--- src/rtl/digest_collector_pkg.sv ---
// Shared definitions for the digest collector: FSM encoding and digest geometry.
package digest_collector_pkg;

  localparam int DIGEST_WORDS = 8;
  localparam int DIGEST_BYTES = 32;
  localparam int DIGEST_WIDTH = 256;

  typedef enum logic [1:0] {
    ST_IDLE    = 2'd0,
    ST_COLLECT = 2'd1,
    ST_SEND    = 2'd2,
    ST_DONE    = 2'd3
  } digest_state_e;

  localparam logic [1:0] S_IDLE    = ST_IDLE;
  localparam logic [1:0] S_COLLECT = ST_COLLECT;
  localparam logic [1:0] S_SEND    = ST_SEND;
  localparam logic [1:0] S_DONE    = ST_DONE;

endpackage

--- src/rtl/digest_byte_mux.sv ---
// Big-endian byte serializer for the assembled digest with a valid/ready
// handshake; the byte index advances only on an accepted transfer.
module digest_byte_mux
  import digest_collector_pkg::*;
(
  input  logic                    clk,
  input  logic                    rst_n,
  input  logic                    en_i,
  input  logic                    clear_i,
  input  logic                    ready_i,
  input  logic [DIGEST_WIDTH-1:0] digest_i,
  output logic [7:0]              byte_o,
  output logic                    valid_o,
  output logic                    last_accept_o
);

  logic [4:0] byte_cnt_q, byte_cnt_d;
  logic       accept;
  logic [7:0] mux_byte;

  assign valid_o       = en_i;
  assign accept        = en_i & ready_i;
  assign last_accept_o = accept && (byte_cnt_q == 5'(DIGEST_BYTES - 1));
  assign byte_o        = en_i ? mux_byte : 8'h00;

  always_comb begin
    mux_byte = 8'h00;
    for (int i = 0; i < DIGEST_BYTES; i++) begin
      if (byte_cnt_q == 5'(i)) mux_byte = digest_i[DIGEST_WIDTH-1-8*i -: 8];
    end
  end

  // Index returns to zero whenever SEND is left, so every transfer starts at byte 0.
  always_comb begin
    byte_cnt_d = byte_cnt_q;
    if (clear_i || !en_i) byte_cnt_d = 5'd0;
    else if (accept)      byte_cnt_d = byte_cnt_q + 5'd1;
  end

  always_ff @(posedge clk or negedge rst_n) begin
    if (!rst_n) byte_cnt_q <= 5'd0;
    else        byte_cnt_q <= byte_cnt_d;
  end

endmodule

--- src/rtl/digest_collector.sv ---
// Collects eight final hash words into a 256-bit digest and streams it out
// bytewise. Optional comparator against an expected digest: DIGEST_COMPARE_EN.
//
// state   | meaning
// IDLE    | waiting for word 0
// COLLECT | storing words 1..7
// SEND    | streaming 32 digest bytes
// DONE    | one-cycle completion pulse
module digest_collector
  import digest_collector_pkg::*;
#(
  parameter int DATA_WIDTH = 32
) (
  input  logic                    clk,
  input  logic                    rst_n,
  input  logic                    clear_in,
  input  logic                    hash_valid_in,
  input  logic [DATA_WIDTH-1:0]   hash_data_in,
  input  logic                    byte_ready_in,
`ifdef DIGEST_COMPARE_EN
  input  logic [DIGEST_WIDTH-1:0] expected_digest_in,
  output logic                    match_out,
`endif
  output logic [7:0]              byte_out,
  output logic                    byte_valid_out,
  output logic [DIGEST_WIDTH-1:0] digest_out,
  output logic                    digest_done_out,
  output logic                    busy_out,
  output logic                    overrun_out
);

  logic [1:0]              state_q, state_d;
  logic [2:0]              word_cnt_q, word_cnt_d;
  logic [DIGEST_WIDTH-1:0] digest_q, digest_d;
  logic                    overrun_q, overrun_d;
  logic                    last_accept;
`ifdef DIGEST_COMPARE_EN
  logic                    match_q, match_d;
  assign match_out = match_q;
`endif

  assign digest_out      = digest_q;
  assign digest_done_out = (state_q == S_DONE);
  assign busy_out        = (state_q != S_IDLE);
  assign overrun_out     = overrun_q;

  always_comb begin
    state_d    = state_q;
    word_cnt_d = word_cnt_q;
    digest_d   = digest_q;
    overrun_d  = overrun_q;
`ifdef DIGEST_COMPARE_EN
    match_d    = match_q;
`endif
    case (state_q)
      S_IDLE: begin
        if (hash_valid_in) begin
          digest_d[DIGEST_WIDTH-1 -: 32] = hash_data_in;
          word_cnt_d = 3'd1;
          state_d    = S_COLLECT;
`ifdef DIGEST_COMPARE_EN
          match_d    = 1'b0;
`endif
        end
      end
      S_COLLECT: begin
        if (hash_valid_in) begin
          for (int i = 1; i < DIGEST_WORDS; i++) begin
            if (word_cnt_q == 3'(i)) digest_d[DIGEST_WIDTH-1-32*i -: 32] = hash_data_in;
          end
          word_cnt_d = word_cnt_q + 3'd1;
          if (word_cnt_q == 3'(DIGEST_WORDS - 1)) state_d = S_SEND;
        end
      end
      S_SEND: begin
        if (hash_valid_in) overrun_d = 1'b1;
        if (last_accept)   state_d   = S_DONE;
      end
      S_DONE: begin
        state_d = S_IDLE;
`ifdef DIGEST_COMPARE_EN
        match_d = (digest_q == expected_digest_in);
`endif
      end
      default: state_d = S_IDLE;
    endcase
    // Abort wins over any same-cycle capture; results already produced survive.
    if (clear_in) begin
      state_d    = S_IDLE;
      word_cnt_d = 3'd0;
      digest_d   = digest_q;
      overrun_d  = overrun_q;
`ifdef DIGEST_COMPARE_EN
      match_d    = match_q;
`endif
    end
  end

  always_ff @(posedge clk or negedge rst_n) begin
    if (!rst_n) begin
      state_q    <= S_IDLE;
      word_cnt_q <= 3'd0;
      digest_q   <= '0;
      overrun_q  <= 1'b0;
`ifdef DIGEST_COMPARE_EN
      match_q    <= 1'b0;
`endif
    end else begin
      state_q    <= state_d;
      word_cnt_q <= word_cnt_d;
      digest_q   <= digest_d;
      overrun_q  <= overrun_d;
`ifdef DIGEST_COMPARE_EN
      match_q    <= match_d;
`endif
    end
  end

  digest_byte_mux u_byte_mux (
    .clk           (clk),
    .rst_n         (rst_n),
    .en_i          (state_q == S_SEND),
    .clear_i       (clear_in),
    .ready_i       (byte_ready_in),
    .digest_i      (digest_q),
    .byte_o        (byte_out),
    .valid_o       (byte_valid_out),
    .last_accept_o (last_accept)
  );

endmodule

--- config.mk ---
export PLATFORM = sky130hd
export DESIGN_NAME = digest_collector
export DESIGN_NICKNAME = d
export VERILOG_FILES = /design/src/rtl/digest_collector_pkg.sv /design/src/rtl/digest_byte_mux.sv /design/src/rtl/digest_collector.sv
export SDC_FILE = /design/constraint.sdc
export NUM_CORES = 1
export LEC_CHECK = 0
export CELL_PAD_IN_SITES_DETAIL_PLACEMENT = 1
export CELL_PAD_IN_SITES_GLOBAL_PLACEMENT = 1
export CORE_MARGIN = 2
export CORE_UTILIZATION = 43
export CTS_BUF_LIST = sky130_fd_sc_hd__clkbuf_4 sky130_fd_sc_hd__clkbuf_8 sky130_fd_sc_hd__clkbuf_16
export DETAILED_ROUTE_END_ITERATION = 10
export PLACE_DENSITY_LB_ADDON = 0.05
export SYNTH_ARGS = -nofsm -noshare
export SYNTH_HDL_FRONTEND = slang
export SYNTH_HIERARCHICAL = 1
export SYNTH_SLANG_ARGS = --single-unit
--- constraint.sdc ---
create_clock -name clk -period 4.7 [get_ports clk]
set_clock_uncertainty 0.1 [all_clocks]
set_input_delay 0.705 -clock clk [delete_from_list [all_inputs] [get_ports clk]]
set_output_delay 0.705 -clock clk [all_outputs]
set_load 0.02 [all_outputs]
==> results of run 1 <==
## cell families after synthesis
group	after synthesis	share of synthesized area, %
AND/OR/NAND/NOR	286	11.5
multiplexers	260	20.8
buffers and inverters	135	4.44
flip-flops	267	47.5
XOR/XNOR	3	0.187
adder cells (fa/ha/maj)	17	1.51
AO/OA/AOI/OAI	291	14.1
## registers in the layout, indices dropped and copies added (netlist names)
signal	flops
state_q	2
word_cnt_q	3
overrun_out	1
u_byte_mux/byte_cnt_q	5
digest_out	256
## cells in the mapped netlist, drive strengths merged (5+ instances only)
cell type    n  share of area [%]
a221oi      15                1.0
o2bb2ai      7               0.44
and4b        6               0.43
o2111ai      5               0.31
nor3b        9               0.55
o221ai      13               0.81
ha          17                1.5
nand3       19               0.68
nand4        7               0.31
nand2b      13               0.58
a21o        10               0.53
and2         5               0.22
a211o        7               0.44
nor2b       22               0.98
o32ai       10               0.68
inv         41                1.1
nand2       59                1.6
nand4bb      6               0.48
mux2       256                 20
o21ai       61                2.2
clkbuf      28               0.75
a31oi       11               0.49
nor4         7               0.36
nor3        24                1.0
nand3b       6               0.32
a211oi       8               0.43
a22oi        7               0.37
a21oi       66                2.3
o22ai       24                1.1
nor2        64                1.8
dfrtp      267                 47
o211ai       7               0.37
nand4b       9               0.60
buf         66                2.6
and3         6               0.27
## per-stage QoR
stage | util (%) | hold slack, ns | cell area [sq um]
floorplan | - | 0.309 | 14100
global placement | 54.5 | 0.345 | 17600
detailed placement | 54.5 | 0.356 | 17600
CTS | 58.2 | 0.0828 | 18800
global route | 58.3 | 0.0861 | 18900
finish | 58.3 | 0.0364 | 18900
## area by class of cell
type | count | area (sq um)
Multi-Input combinational cell | 857 | 6900
Clock inverter | 19 | 295
Timing Repair Buffer | 355 | 3470
Sequential cell | 267 | 6690
Inverter | 41 | 154
Clock buffer | 36 | 827
Tap cell | 442 | 553
Fill cell | 3400 | 13500
## per-layer routing
| metal | vias up | global-route usage (%) | part of all wire (%) |
|---|---|---|---|
| met3 | 150 | 6.17 | 7.5 |
| met1 | 6570 | 47.2 | 41 |
| li1 | 5279 | - | - |
| met4 | 0 | 13.9 | 4.1 |
| met5 | - | 0 | 0 |
| met2 | 673 | 58.3 | 48 |
## worst min path at each step
stage,from,end,slack (ns)
6_report,rst_n,digest_out[219],0.04
5_1_grt,rst_n,digest_out[219],0.09
4_1_cts,rst_n,digest_out[219],0.08
3_5_place_dp,overrun_out,overrun_out,0.36
3_3_place_gp,overrun_out,overrun_out,0.34
2_1_floorplan,rst_n,digest_out[0],0.31
## power by group through the flow
stage / sequential (W) / combinational (W) / clock (W)
final: 0.00300 / 0.00223 / 0.00267
after detailed placement: 0.00304 / 0.00219 / 0
after floorplan: 0.00326 / 0.000751 / 0
after global routing: 0.00304 / 0.00236 / 0.00278
after CTS: 0.00300 / 0.00221 / 0.00268
after global placement: 0.00303 / 0.00214 / 0
## repair_timing
item / 4_1_cts / 5_1_grt
pin swaps: 1 / 0
endpoints found under the setup margin: 7 / 5
resized for setup: 15 / 16
hold endpoints to repair: 0 / 0
setup buffers: 2 / 0
==> results.json, run 1 <==
{
  "crit_required_ns": 3.89,
  "path_buf_inv": 3,
  "slew_headroom_pct": 40.4,
  "cp-end-kind": "output pin",
  "syn_inst": 1259,
  "internal_power_w": 0.00531,
  "antenna_found_initial": 2,
  "cts_tree": "done",
  "final_cell_mix": "clkdlybuf4s50_1, dfrtp_1, mux2_2",
  "leakage_nw": 8.41,
  "async_flop_share_pct": 100,
  "r2r-end": "digest_out[126]",
  "syn_to_final_growth_pct": 34.2,
  "wl_mm": 61.5,
  "clk_latency_ns": 0.58,
  "max_stage_delay_ns": 0.66,
  "coreArea_sq_um": 32400,
  "cts_hold_buf": 0,
  "grt_max_degree": 101,
  "die_w_um": 185,
  "slew_violations": 0,
  "r2r_slack_ns": 2.05,
  "start_util_pct": 43.5,
  "die_h_um": 185,
  "cpMaxStageDelayCell": "clkdlybuf4s50_1",
  "tightest_slew_ns": 0.892,
  "hold_viol": 0,
  "dp_cells": 1960,
  "rsz0062_at_grt": "false",
  "drt-initial-drc-count": 1214,
  "rows": 66,
  "r2r_cells": 6,
  "power_density_nw_per_um2": 418,
  "yosysWarnings": 6,
  "final_common_cell": "clkdlybuf4s50_1",
  "ys_ff_latch": 267,
  "p_comb_share_pct": 28.2,
  "numCtsBuffers": 30,
  "setup_slack_ns": 0.0428,
  "drc": 0,
  "cp_cell_sequence": "inv_1 > ha_4 > buf_4 > nor2_2 > o22ai_1 > a2111oi_1 > o211ai_1 > o2bb2ai_1 > clkdlybuf4s50_1",
  "cap_viol_max_count": 0,
  "power_w": 0.00790,
  "grt_use_total_pct": 35.6,
  "antenna_cells": 0,
  "synth_seq_area_share_pct": 47.5,
  "p_seq_share_pct": 38.0,
  "synth_edf_count": 0,
  "worstHoldPathType": "input pin to asynchronous set/reset pin",
  "io_buffers": 304,
  "min_period_ns": 4.66,
  "nNetsFinal": 1606,
  "synthDistinctLibCells": 78,
  "worstSetupStartpoint": "u_byte_mux/byte_cnt_q[1]",
  "switching_share_pct": 32.8,
  "finalSetupTns_ns": 0,
  "drive_above_1_share_pct": 25.1,
  "grt_overflow_total": 0,
  "route.vias.total": 12700,
  "die_area_sq_um": 34200,
  "clk_pin_slew_ns": 0.06,
  "post-place-ws_ns": 0.419,
  "fin_crit_sh_pct": 99.1,
  "first_global_vias": 13200,
  "crit_fanout": 21,
  "ys.flop_type": "dfrtp_1",
  "dp_hpwl_mm": 44.8,
  "syn-cell-area_sq_um": 14100,
  "root_buffer": "clkbuf_16",
  "endpoint": "byte_out[1]",
  "ios": 305,
  "synth_nets": 1313,
  "syn-mean-instance-area_sq_um": 11.2,
  "vias_per_cell": 6.28,
  "gp_congestion": 0.949,
  "cts_sinks": 267,
  "setup_violations": 0,
  "startpoint_type": "flip-flop",
  "htreeDepth": 1,
  "grt_pass1_wl_mm": 89.5,
  "drt_first_pass_iters": 5,
  "wire_per_inst_um": 30.5,
  "critPathArrivalTime_ns": 3.85,
  "ant_nets": 0,
  "max_freq_ghz": 0.215,
  "status": "finished, final reports clean",
  "layout.cells.non_filler": 2017,
  "ir_worst_vdd_v": 0.000276,
  "cp_top_family": "compound AO/OA/AOI/OAI gates",
  "crit_type": "flip-flop to output pin",
  "r2r_start": "state_q[1]",
  "cts_buffer_depth": 3,
  "path_depth": 9,
  "power_frac_clock_pct": 33.8,
  "p_sw_w": 0.00259
}
Note: power is estimated with default switching activity, not from simulation.
==> inputs of run 2 (changes only) <==
--- a/config.mk
+++ b/config.mk
@@ -12,6 +12,8 @@
 export CTS_BUF_LIST = sky130_fd_sc_hd__clkbuf_4 sky130_fd_sc_hd__clkbuf_8 sky130_fd_sc_hd__clkbuf_16
 export DETAILED_ROUTE_END_ITERATION = 10
 export PLACE_DENSITY_LB_ADDON = 0.05
+export RECOVER_POWER = 25
+export REMOVE_ABC_BUFFERS = 1
 export SYNTH_ARGS = -nofsm -noshare
 export SYNTH_HDL_FRONTEND = slang
 export SYNTH_HIERARCHICAL = 1
==> run 2 against run 1 <==
  * Die area stayed put
  * Cell count is 0.15% lower
  * Cell area is 0.92% lower
  * The run now ends with capacitance limit, slew limit left
  * Worst setup slack better by 0.043 ns
  * Global-route usage is 2.2 points lower
  * First-iteration DRC count is 12% lower
==> results.json, run 2 (synthesized netlist as in run 1, its figures left out) <==
{
  "coreArea_sq_um": 32400,
  "clk_pin_slew_ns": 0.06,
  "gp_congestion": 0.930,
  "largest_reg_flops": 256,
  "cp-end-kind": "output pin",
  "crit_type": "flip-flop to output pin",
  "worstHoldPathType": "flip-flop to flip-flop",
  "grt_pass1_wl_mm": 85.0,
  "final_cell_mix": "clkdlybuf4s50_1, dfrtp_1, mux2_2",
  "internal_power_w": 0.00513,
  "tightest_slew_ns": 3.04,
  "rsz0062_at_grt": "true",
  "whs_ns": 0.369,
  "p_seq_share_pct": 39.3,
  "route.vias.total": 12400,
  "seqCellArea_sq_um": 6690,
  "clk_latency_ns": 0.56,
  "cts_hold_buf": 0,
  "startpoint_type": "flip-flop",
  "htreeDepth": 1,
  "p_comb_share_pct": 28.7,
  "grt_overflow_total": 0,
  "power_frac_clock_pct": 32.1,
  "final_area_sq_um": 18700,
  "rows": 66,
  "vias_per_cell": 6.17,
  "drc": 0,
  "power_density_nw_per_um2": 408,
  "fin_crit_sh_pct": 98.2,
  "r2r_cells": 6,
  "crit_fanout": 27,
  "setup_violations": 0,
  "slew_violations": 178,
  "numCtsBuffers": 30,
  "drive_above_1_share_pct": 24.4,
  "worstSetupStartpoint": "u_byte_mux/byte_cnt_q[0]",
  "antenna_found_initial": 0,
  "r2r-end": "digest_out[73]",
  "grt_use_total_pct": 33.5,
  "io_buffers": 304,
  "die_area_sq_um": 34200,
  "crit_required_ns": 3.89,
  "syn_to_final_growth_pct": 33.0,
  "endpoint": "byte_out[1]",
  "switching_share_pct": 32.7,
  "slew_headroom_pct": -103,
  "cts_sinks": 267,
  "wire_per_inst_um": 28.8,
  "wl_mm": 57.9,
  "nFillCells": 3400,
  "dp_hpwl_mm": 43.2,
  "nNetsFinal": 1603,
  "grt_max_degree": 118,
  "r2r_slack_ns": 1.93,
  "cts_tree": "done",
  "hold_viol": 0,
  "ir_worst_vdd_v": 0.000369,
  "multi_input_area_sq_um": 6860,
  "r2r_start": "state_q[1]",
  "violations": "capacitance limit, slew limit",
  "place_area_sq_um": 17600,
  "critPathArrivalTime_ns": 3.81,
  "post-place-ws_ns": 0.397,
  "drt_first_pass_iters": 7,
  "status": "finished, violations left",
  "final_common_cell": "clkdlybuf4s50_1",
  "utilization_pct": 57.8,
  "ant_nets": 0,
  "ios": 305,
  "setup_slack_ns": 0.0857,
  "root_buffer": "clkbuf_16",
  "leakage_nw": 8.34,
  "die_w_um": 185,
  "start_util_pct": 43.5,
  "p_sw_w": 0.00250,
  "die_h_um": 185,
  "cap_viol_max_count": 2,
  "antenna_cells": 0,
  "drt-initial-drc-count": 1073,
  "max_freq_ghz": 0.217,
  "min_period_ns": 4.61,
  "cts_buffer_depth": 3,
  "first_global_vias": 12900
}
## run 2: what timing repair did
action | CTS | global route
endpoints found under the setup margin | 8 | 8
pin swaps | 0 | 1
resized for setup | 9 | 15
buffers inserted | 0 | 5
## run 2: critical path, stage by stage, from the launching register on
cell and delay, ns:
dfrtp_2 0.46, inv_1 0.14, ha_4 0.32, buf_4 0.34, and4bb_2 0.34, nand2_1 0.17, o22ai_1 0.21, nor3_1 0.08
a211oi_1 0.41, o2bb2ai_1 0.17, clkdlybuf4s50_1 0.57
## run 2: routing by layer
layer  GRT usage, %  routed length, um
met4           10.1               1740
met2           56.0              27700
met1           44.8              24600
met3           5.35               3850
met5              0                  0
## run 2: per-stage QoR
stage	total power (W)	std cells	setup TNS, ns
global placement	0.00516	1954	0
global route	0.00792	2014	-0.271
detailed placement	0.00521	1954	0
finish	0.00763	2014	0
CTS	0.00768	2009	-0.00228
floorplan	0.00398	1165	0
## run 2: power groups by stage
| stage | Sequential (W) | Clock, W | Combinational, W |
|---|---|---|---|
| 4_1_cts | 0.00300 | 0.00248 | 0.00220 |
| 2_1_floorplan | 0.00326 | 0 | 0.000724 |
| 3_5_place_dp | 0.00303 | 0 | 0.00217 |
| 3_3_place_gp | 0.00302 | 0 | 0.00213 |
| 6_report | 0.00300 | 0.00245 | 0.00219 |
| 5_1_grt | 0.00304 | 0.00257 | 0.00231 |
## run 2: worst min-delay path by stage
stage / startpoint / end / slack (ns) / cells after the start
after CTS: rst_n / digest_out[117] / 0.16 / 1
after global placement: overrun_out / overrun_out / 0.34 / 1
after detailed placement: overrun_out / overrun_out / 0.35 / 1
after floorplan: rst_n / digest_out[0] / 0.31 / 0
final: overrun_out / overrun_out / 0.37 / 1
after global routing: overrun_out / overrun_out / 0.40 / 1
## run 2: layout make-up
class,instances,area share [%]
sequential,267,35.7
timing repair buffer,352,18.2
clock buffer,43,4.93
tap,442,2.96
inverter,41,0.842
clock inverter,12,0.662
multi-input combinational,857,36.7
